File: src/rtl/block_sum_sequencer_if.sv
// Bundle of the block handshake, candidate fetch and distance stream signals of block_sum_sequencer.
// slave  : the sequencer's view (accepts blocks, issues fetches, emits sums).
// master : the environment's view (offers blocks, answers fetches, consumes sums).
interface block_sum_sequencer_if #(
    parameter int blk_size = 256
);
    // reference block offer
    logic                blk_valid;
    logic                blk_ready;
    logic [15:0]         blk_index_i;
    logic [blk_size-1:0] ref_blk;
    // candidate fetch: data answers exactly one cycle after cand_rd
    logic                cand_rd;
    logic [15:0]         cand_coords;
    logic [blk_size-1:0] cand_data;
    // distance stream towards the minimum-distance finder
    logic [7:0]          sum;
    logic [15:0]         out_coords;
    logic [15:0]         blk_index_o;
    logic                sum_valid;
    logic                busy;

    modport slave (
        input  blk_valid, blk_index_i, ref_blk, cand_data,
        output blk_ready, cand_rd, cand_coords, sum, out_coords, blk_index_o, sum_valid, busy
    );

    modport master (
        output blk_valid, blk_index_i, ref_blk, cand_data,
        input  blk_ready, cand_rd, cand_coords, sum, out_coords, blk_index_o, sum_valid, busy
    );
endinterface

File: src/rtl/block_sum_sequencer.sv
// Purpose : scans every search offset of one reference census block and emits a saturated Hamming distance per offset.
// Latency : cand_rd -> sum_valid 3 cycles after the fetch is sampled (accept edge + 4); N + 6 cycles per block.
// Backpr. : blk_ready only in IDLE; no downstream backpressure, the sum stream is never interrupted within a block.
// Ports   : clk, reset_n (async active-low); bus = block_sum_sequencer_if.slave (block offer, candidate fetch, sum stream, busy).
module block_sum_sequencer #(
    parameter int blk_h        = 16,
    parameter int blk_w        = 16,
    parameter int search_blk_w = 64,
    parameter int search_blk_h = 20
) (
    input  logic                 clk,
    input  logic                 reset_n,
    block_sum_sequencer_if.slave bus
);
    localparam int blk_size = blk_h * blk_w;
    localparam int VMAX     = search_blk_h - blk_h - 1;
    localparam int HMAX     = search_blk_w - blk_w - 1;
    localparam logic [7:0] VMAX_C = 8'(VMAX);
    localparam logic [7:0] HMAX_C = 8'(HMAX);

    // popcount split into 16 equal slices, summed in the final stage
    localparam int N_PART  = 16;
    localparam int PART_W  = blk_size / N_PART;
    localparam int PART_CW = $clog2(PART_W + 1);

    typedef struct packed {
        logic [7:0] v;
        logic [7:0] h;
    } coords_t;

    typedef enum logic [1:0] {IDLE, SCAN, DRAIN, GAP} state_t;

    state_t              state, state_nxt;
    logic [1:0]          cnt_q;          // cycles spent in the current state
    logic                blk_ready_q;
    coords_t             pos_q;          // offset being issued
    logic [blk_size-1:0] ref_q;
    logic [15:0]         idx_q;

    logic                accept;
    logic                last_issue;

    logic                cand_rd_c;
    logic                busy_c;
    coords_t             coords_c;

    // pipeline
    logic                vld0_q, vld1_q, vld2_q;
    coords_t             co0_q, co1_q, co2_q;
    logic [blk_size-1:0] xor_q;
    logic [PART_CW-1:0]  part_q [N_PART];
    logic [15:0]         total;
    logic [7:0]          sum_q;
    coords_t             out_coords_q;
    logic                sum_valid_q;

    assign accept     = (state == IDLE) && blk_ready_q && bus.blk_valid;
    assign last_issue = (state == SCAN) && (pos_q.v == VMAX_C) && (pos_q.h == 8'd0);

    // ------------------------------------------------------------------
    // State register. blk_ready is registered so it stays low in reset and
    // rises on the first edge after release.
    // ------------------------------------------------------------------
    always_ff @(posedge clk or negedge reset_n) begin
        if (!reset_n) begin
            state       <= IDLE;
            cnt_q       <= 2'd0;
            blk_ready_q <= 1'b0;
        end else begin
            state       <= state_nxt;
            cnt_q       <= (state_nxt != state) ? 2'd0 : cnt_q + 2'd1;
            blk_ready_q <= (state_nxt == IDLE);
        end
    end

    // ------------------------------------------------------------------
    // Next-state logic. DRAIN lets the 3-deep pipeline empty, GAP adds two
    // more quiet cycles so the finder can close out the block.
    // ------------------------------------------------------------------
    always_comb begin
        state_nxt = state;
        case (state)
            IDLE:    if (accept)          state_nxt = SCAN;
            SCAN:    if (last_issue)      state_nxt = DRAIN;
            DRAIN:   if (cnt_q == 2'd2)   state_nxt = GAP;
            GAP:     if (cnt_q == 2'd1)   state_nxt = IDLE;
            default:                      state_nxt = IDLE;
        endcase
    end

    // ------------------------------------------------------------------
    // Output logic
    // ------------------------------------------------------------------
    always_comb begin
        cand_rd_c = 1'b0;
        busy_c    = 1'b1;
        coords_c  = '0;
        case (state)
            IDLE:    busy_c = 1'b0;
            SCAN: begin
                cand_rd_c = 1'b1;
                coords_c  = pos_q;
            end
            default: ;
        endcase
    end

    // ------------------------------------------------------------------
    // Block latch and scan position: h counts down, v counts up.
    // ------------------------------------------------------------------
    always_ff @(posedge clk or negedge reset_n) begin
        if (!reset_n) begin
            pos_q <= '0;
            ref_q <= '0;
            idx_q <= '0;
        end else if (accept) begin
            pos_q.v <= 8'd0;
            pos_q.h <= HMAX_C;
            ref_q   <= bus.ref_blk;
            idx_q   <= bus.blk_index_i;
        end else if ((state == SCAN) && !last_issue) begin
            if (pos_q.h == 8'd0) begin
                pos_q.h <= HMAX_C;
                pos_q.v <= pos_q.v + 8'd1;
            end else begin
                pos_q.h <= pos_q.h - 8'd1;
            end
        end
    end

    // ------------------------------------------------------------------
    // Distance pipeline. Stage 0 only aligns the request with the data that
    // answers it one cycle later; P1 XOR, P2 partial popcounts, P3 sum.
    // ------------------------------------------------------------------
    always_comb begin
        total = '0;
        for (int i = 0; i < N_PART; i++) begin
            total = total + 16'(part_q[i]);
        end
    end

    always_ff @(posedge clk or negedge reset_n) begin
        if (!reset_n) begin
            vld0_q       <= 1'b0;
            vld1_q       <= 1'b0;
            vld2_q       <= 1'b0;
            co0_q        <= '0;
            co1_q        <= '0;
            co2_q        <= '0;
            xor_q        <= '0;
            for (int i = 0; i < N_PART; i++) begin
                part_q[i] <= '0;
            end
            sum_q        <= '0;
            out_coords_q <= '0;
            sum_valid_q  <= 1'b0;
        end else begin
            vld0_q <= cand_rd_c;
            co0_q  <= coords_c;

            vld1_q <= vld0_q;
            co1_q  <= co0_q;
            xor_q  <= bus.cand_data ^ ref_q;

            vld2_q <= vld1_q;
            co2_q  <= co1_q;
            for (int i = 0; i < N_PART; i++) begin
                part_q[i] <= PART_CW'($countones(xor_q[i*PART_W +: PART_W]));
            end

            sum_valid_q <= vld2_q;
            if (vld2_q) begin
                sum_q        <= (total > 16'd255) ? 8'hFF : total[7:0];
                out_coords_q <= co2_q;
            end
        end
    end

    assign bus.blk_ready   = blk_ready_q;
    assign bus.cand_rd     = cand_rd_c;
    assign bus.cand_coords = coords_c;
    assign bus.sum         = sum_q;
    assign bus.out_coords  = out_coords_q;
    assign bus.blk_index_o = idx_q;
    assign bus.sum_valid   = sum_valid_q;
    assign bus.busy        = busy_c;
endmodule

File: src/flat_wrapper.sv
// flat-port wrapper written by rule: the top's interface ports become plain ports
module block_sum_sequencer_flat 
#(
    parameter int blk_h        = 16,
    parameter int blk_w        = 16,
    parameter int search_blk_w = 64,
    parameter int search_blk_h = 20
)
  (clk, reset_n, bus_blk_valid, bus_blk_index_i, bus_ref_blk, bus_cand_data, bus_blk_ready, bus_cand_rd, bus_cand_coords, bus_sum, bus_out_coords, bus_blk_index_o, bus_sum_valid, bus_busy);
  block_sum_sequencer_if #(.blk_size((256))) bus_i ();
  input  logic clk;
  input  logic reset_n;
  input wire logic [$bits(bus_i.blk_valid)-1:0] bus_blk_valid;
  input wire logic [$bits(bus_i.blk_index_i)-1:0] bus_blk_index_i;
  input wire logic [$bits(bus_i.ref_blk)-1:0] bus_ref_blk;
  input wire logic [$bits(bus_i.cand_data)-1:0] bus_cand_data;
  output wire logic [$bits(bus_i.blk_ready)-1:0] bus_blk_ready;
  output wire logic [$bits(bus_i.cand_rd)-1:0] bus_cand_rd;
  output wire logic [$bits(bus_i.cand_coords)-1:0] bus_cand_coords;
  output wire logic [$bits(bus_i.sum)-1:0] bus_sum;
  output wire logic [$bits(bus_i.out_coords)-1:0] bus_out_coords;
  output wire logic [$bits(bus_i.blk_index_o)-1:0] bus_blk_index_o;
  output wire logic [$bits(bus_i.sum_valid)-1:0] bus_sum_valid;
  output wire logic [$bits(bus_i.busy)-1:0] bus_busy;
  assign bus_i.blk_valid = bus_blk_valid;
  assign bus_i.blk_index_i = bus_blk_index_i;
  assign bus_i.ref_blk = bus_ref_blk;
  assign bus_i.cand_data = bus_cand_data;
  assign bus_blk_ready = bus_i.blk_ready;
  assign bus_cand_rd = bus_i.cand_rd;
  assign bus_cand_coords = bus_i.cand_coords;
  assign bus_sum = bus_i.sum;
  assign bus_out_coords = bus_i.out_coords;
  assign bus_blk_index_o = bus_i.blk_index_o;
  assign bus_sum_valid = bus_i.sum_valid;
  assign bus_busy = bus_i.busy;
  block_sum_sequencer #(.blk_h(blk_h), .blk_w(blk_w), .search_blk_w(search_blk_w), .search_blk_h(search_blk_h)) u_core (.clk(clk), .reset_n(reset_n), .bus(bus_i));
endmodule
File: config.mk
export PLATFORM = sky130hd
export DESIGN_NAME = block_sum_sequencer_flat
export DESIGN_NICKNAME = d
export VERILOG_FILES = /design/src/rtl/block_sum_sequencer_if.sv /design/src/rtl/block_sum_sequencer.sv /design/src/flat_wrapper.sv
export SDC_FILE = /design/constraint.sdc
export NUM_CORES = 1
export LEC_CHECK = 0
export CAP_MARGIN = 20
export CORE_UTILIZATION = 40
export CTS_BUF_LIST = sky130_fd_sc_hd__clkbuf_8
export DETAILED_ROUTE_END_ITERATION = 16
export PLACE_DENSITY_LB_ADDON = 0.2
export SLEW_MARGIN = 20
export SYNTH_ARGS = -nofsm -noshare
export SYNTH_HDL_FRONTEND = slang
export SYNTH_SLANG_ARGS = --single-unit
File: constraint.sdc
create_clock -name clk -period 5.85 [get_ports clk]
set_input_delay 1.17 -clock clk [delete_from_list [all_inputs] [get_ports clk]]
set_output_delay 1.17 -clock clk [all_outputs]
set_load 0.02 [all_outputs]
Word-level counts from Yosys, hierarchy flattened:

Index checks and enable logic that the tools add are counted.

* $add $sub $neg: 258
* $lt $le $gt $ge: 1
* equality and inequality tests: 7
* mux-type cells: 14
* bitwise logic cells: 1
* reductions and logical operators: 12

Operators with widths (count)
* $add 5x5->5: 112
* $add 1x1->2: 128
* $xor 256x256->256: 1
* $add 16x5->16: 14
* $mux 16: 3
* $mux 8: 3
* $gt 16x8->1 const B: 1
* $mux 2: 5
* $add 8x1->8 const B: 1
* $eq 8x2->1 const B: 1
* $logic_not 8->1: 1
* $pmux 2 s4: 1
* $sub 8x1->8 const B: 1
* $add 5x5->6: 1
* $eq 2x2->1 const B: 3
* $logic_and 1x1->1: 5
* $eq 2x1->1 const B: 2
* $logic_not 2->1: 2
* $reduce_bool 2->1: 2
* $add 2x1->2 const B: 1
* $mux 1: 2
* $ne 2x2->1: 1
* $reduce_and 2->1: 1
* $logic_not 1->1: 1

* register bits: 705
* input bits: 531
* output and inout bits: 60
* word-level logic and storage cells: 330

Depth between registers and ports, before layout:

* depth in word-level cells: 17
* depth in mapped cells: 21
* depth with buffers taken out: 21

Worst setup path after synthesis:

No wires, ideal clock.

* kind: register to register
* start: register u_core.part_q[70] in the netlist's numbering
* end: register u_core.sum_q[0], in the netlist u_core.bus.sum[0]
* arrival time: 6.043 ns
* data required time: 5.785 ns
* setup slack: -0.258 ns
* stages on the path, launching flop included: 22
* clock period less this slack: 6.108 ns
* cells stage by stage: dfrtp_1 ha_1 fa_1 a21o_1 a21oi_1 xnor2_1 fa_1 inv_1 fa_1 fa_1 fa_1 inv_1 fa_1 inv_1 fa_1 inv_1 ha_1 nor2b_1 o31a_1 or2_2 a21oi_2 o22a_1

* word-level cells in the longest chain between the ends: 17

Ends and longest elaborated chain
* start, declared: line block_sum_sequencer.sv:51 `logic [PART_CW-1:0] part_q [N_PART];`
* start signal, assigned by index: line block_sum_sequencer.sv:168 `part_q[i] <= PART_CW'($countones(xor_q[i*PART_W +: PART_W]));`
* $add 5x5->6 *: line block_sum_sequencer.sv:138 `total = total + 16'(part_q[i]);`
* $add 16x5->16 * (14 in a row): line block_sum_sequencer.sv:138
* $gt 16x8->1: line block_sum_sequencer.sv:173 `sum_q <= (total > 16'd255) ? 8'hFF : total[7:0];`
* $mux 8 *: line block_sum_sequencer.sv:173
* end signal, assigned: line block_sum_sequencer.sv:173
* end, declared: line block_sum_sequencer.sv:53 `logic [7:0] sum_q;`

Mark *: on every way between the ends. The rest lies on a longest branch, timed or not.
A chain may end at the register's enable or synchronous reset.

Final worst setup path:

* start: register u_core.part_q[75] in the netlist's numbering
* end: register u_core.sum_q[4], in the netlist u_core.bus.sum[4]

Same word-level chain as after synthesis.

==> metrics.md <==
| Metric | Value |
|---|---|
| Number of synthesized flops with an enable pin | `0` |
| Crit path max fanout | `7` |
| Vias per std cell | `4.36` |
| Largest net degree at the start of global routing | `161` |
| Hold Crit Class | `flip-flop to flip-flop` |
| Failing checks | `setup timing` |
| Final hold vios | `0` |
| DR pass1 iterations | `4` |
| Max-cap violation count | `0` |
| Routed wire per std cell | `16.2 um` |
| Max Clk Rate | `170 MHz` |
| Die Span Y | `293 um` |
| Relative slew slack | `29.8%` |
| IO Count | `591` |
| Detailed-placement wirelength estimate | `59.2 mm` |
| Insertion delay to the later sink of the worst-skew pair | `720 ps` |
| GP Congestion | `0.791` |
| Worst setup path category | `flip-flop to flip-flop` |
| CTS Hold Bufs | `0` |
| Number of core rows | `106` |
| Ys async rst share | `100%` |
| Dpl ws | `-209 ps` |
| Main synth FF type | `dfrtp_1` |
| Clock slew at reported path FFs | `60 ps` |
| H-tree depth | `3` |
| Iteration-0 DRC count of the detailed router | `642` |
| Initial core utilization | `40.4%` |
| CTS max path bufs | `3` |
| Clk sink count | `705` |
| Final Worst Setup Slack | `-23.5 ps` |
| Mapped Nets | `3,904` |
| Critical path data required time | `6480 ps` |
| Die width | `293 um` |
| Routed WL | `78.2 mm` |
| Warnings, synthesis | `0` |
| Die footprint | `85,800 um^2` |
| Core ar. | `83,700 um^2` |
| Non-Filler Instances | `4,814` |
| Nets | `4,582` |
| CTS tree | `yes` |
| Synth Instances | `2,899` |
| Final Setup Violations | `5` |
| TritonCTS buffer count | `121` |
| CTS root buffer | `clkbuf_8` |
| Area Overhead vs Synth | `30.1%` |
| #FFs+latches synth | `705` |
| Inst Count DP | `4,584` |
| Post-synthesis cell area | `33,800 um^2` |
| Final Util | `52.6%` |
| Seq/Total Area, Yosys | `52.1%` |
| All-layer global routing usage | `18.8%` |
| CP startpoint kind | `flip-flop` |
| RSZ-0062 raised after global routing | `true` |
| Status | `finished with violations` |
| Reg2reg start | `u_core.part_q[75]$_DFF_PN0_` |
| Reg-to-Reg End | `u_core.bus.sum[4]$_DFFE_PN0P_` |
| Slew Limit Fails | `0` |
| Mean Syn Cell Area | `11.7 um^2` |
| Distinct cells, synth | `47` |
| Final ANT Viol Nets | `0` |
| Worst R2R Setup Slack | `-20 ps` |
| Antenna violations before repair | `10` |
| Worst hold start | `u_core.co0_q[7]$_DFF_PN0_` |
| CP endpoint kind | `flip-flop` |
| Arr. time, crit path | `6500 ps` |
| Vias in the first global route | `23,100` |
| Worst hold endpoint | `u_core.co1_q[7]$_DFF_PN0_` |
| Layout Skew | `34.7 ps` |
| R2R depth | `22` |
| Worst Hold Path Cells | `0` |
| Residual DRC count | `0` |
| Tmin final | `5870 ps` |
| IO buf count | `590` |
| First-pass GRT wire length | `125 mm` |
| Worst slew pin tran | `1050 ps` |
| Total grt overflow | `0` |
| DR vias | `21,000` |
| Period utilization | `100%` |
| Crit path from | `u_core.part_q[75]$_DFF_PN0_` |
| Share of layout cells above drive strength 1 | `7.32%` |
## worst max-delay path by stage
stage                                    endpoint  slack [ps]  cells after the start
floorplan           u_core.bus.sum[0]$_DFFE_PN0P_          30                     21
global placement    u_core.bus.sum[2]$_DFFE_PN0P_        -170                     21
detailed placement  u_core.bus.sum[4]$_DFFE_PN0P_        -210                     21
CTS                 u_core.bus.sum[4]$_DFFE_PN0P_        -140                     21
global route        u_core.bus.sum[5]$_DFFE_PN0P_        -280                     21
finish              u_core.bus.sum[4]$_DFFE_PN0P_         -20                     22
## state kept, by name, indices dropped and copies added (netlist names), 16 cells and up
| name | cells |
|---|---|
| u_core.xor_q | 256 |
| u_core.co2_q | 16 |
| u_core.bus.out_coords | 16 |
| u_core.ref_q | 256 |
| u_core.co1_q | 16 |
| u_core.co0_q | 16 |
| u_core.bus.blk_index_o | 16 |
| u_core.part_q | 80 |
| u_core.pos_q | 16 |
## critical path, cell delays in order (launching register included)
cell	delay, ps
dfrtp_1	400
ha_2	190
fa_2	360
xor2_2	190
fa_1	500
inv_2	40
fa_1	520
inv_1	50
fa_1	460
fa_1	520
inv_1	50
fa_1	460
fa_1	470
inv_1	70
ha_2	180
inv_2	40
fa_2	360
nor2b_4	120
o31a_1	190
buf_6	120
o41ai_4	70
a21oi_4	250
o22a_1	180
## area by class of cell
type	instances	area [um^2]
diodes	4	10.0
clock buffers	162	2230
clock inverters	60	418
fillers	7446	39700
inverters	378	1420
multi-input cells	1752	14600
flip-flops and latches	705	17600
well taps	1134	1420
repair buffers	619	6240
## kinds of logic after synthesis
group | synth area share, %
and+or+nand+nor | 10.5
DFF | 52.1
adders and majority gates | 22.8
buffers and inverters | 4.98
xor gates and xnor gates | 7.40
AOI/OAI and AO/OA | 1.54
muxes | 0.629
## placed cells by master, fill, tap and decap left out, types with 4 or more instances in the layout
master,n
a21o_1,34
a21oi_1,5
and2_1,14
buf_12,9
buf_4,19
bufinv_16,5
clkbuf_8,162
clkdlybuf4s50_1,589
clkinv_2,16
dfrtp_1,705
diode_2,4
fa_1,235
fa_2,4
ha_1,231
inv_1,404
inv_2,6
mux2_2,16
nand2_1,832
nand3_1,6
nand4_1,4
nor2_1,20
nor3_1,5
o22a_1,7
xnor2_1,23
xor2_1,261
## what timing repair did
| item | CTS | global route |
|---|---|---|
| hold endpoints to repair | 0 | 0 |
| endpoints found under the setup margin | 8 | 8 |
| buffers inserted | 2 | 2 |
| pin swaps | 30 | 21 |
| cloned | 0 | 0 |
| resized for setup | 12 | 12 |
## through the flow
| stage | hold WS [ps] | setup TNS, ps | cell area [um^2] |
|---|---|---|---|
| 2_1_floorplan | 331 | 0 | 33900 |
| 3_3_place_gp | 332 | -1200 | 41200 |
| 3_5_place_dp | 335 | -1430 | 41200 |
| 4_1_cts | 343 | -930 | 44000 |
| 5_1_grt | 350 | -1970 | 44000 |
| 6_report | 343 | -92.2 | 44000 |
## Yosys cell counts (2+ instances only)
cell      number  share of area [%]
nand2_1      833                9.2
dfrtp_1      705                 52
inv_1        377                4.2
xor2_1       262                6.8
fa_1         239                 14
ha_1         235                8.7
clkbuf_1      42               0.47
a21o_1        34               0.75
xnor2_1       24               0.62
buf_2         22               0.33
nor2_1        21               0.23
mux2_2        16               0.53
and2_1        14               0.26
a21oi_1        9               0.13
o22a_1         7               0.18
nand3_1        6              0.089
nor3_1         5              0.074
nand4_1        4              0.074
nor2b_1        4              0.074
o21ai_0        4              0.059
nand2b_1       3              0.055
nor4_1         3              0.055
o211ai_1       3              0.067
o22ai_1        2              0.037
o31ai_1        2              0.044
or3_1          2              0.037
## metal layers
layer,part of all wire [%],track usage (%),wire (um),vias to the layer above
met2,50,32.5,39300,487
met4,2.7,5.98,2110,4
met3,4.9,3.73,3800,141
met5,0.032,0,25,-
met1,42,23.8,32900,10200
li1,-,-,-,10200
Power is left out: the tool's default activity adds up to more than one toggle a clock period on the data nets, which glitch-free logic cannot reach.
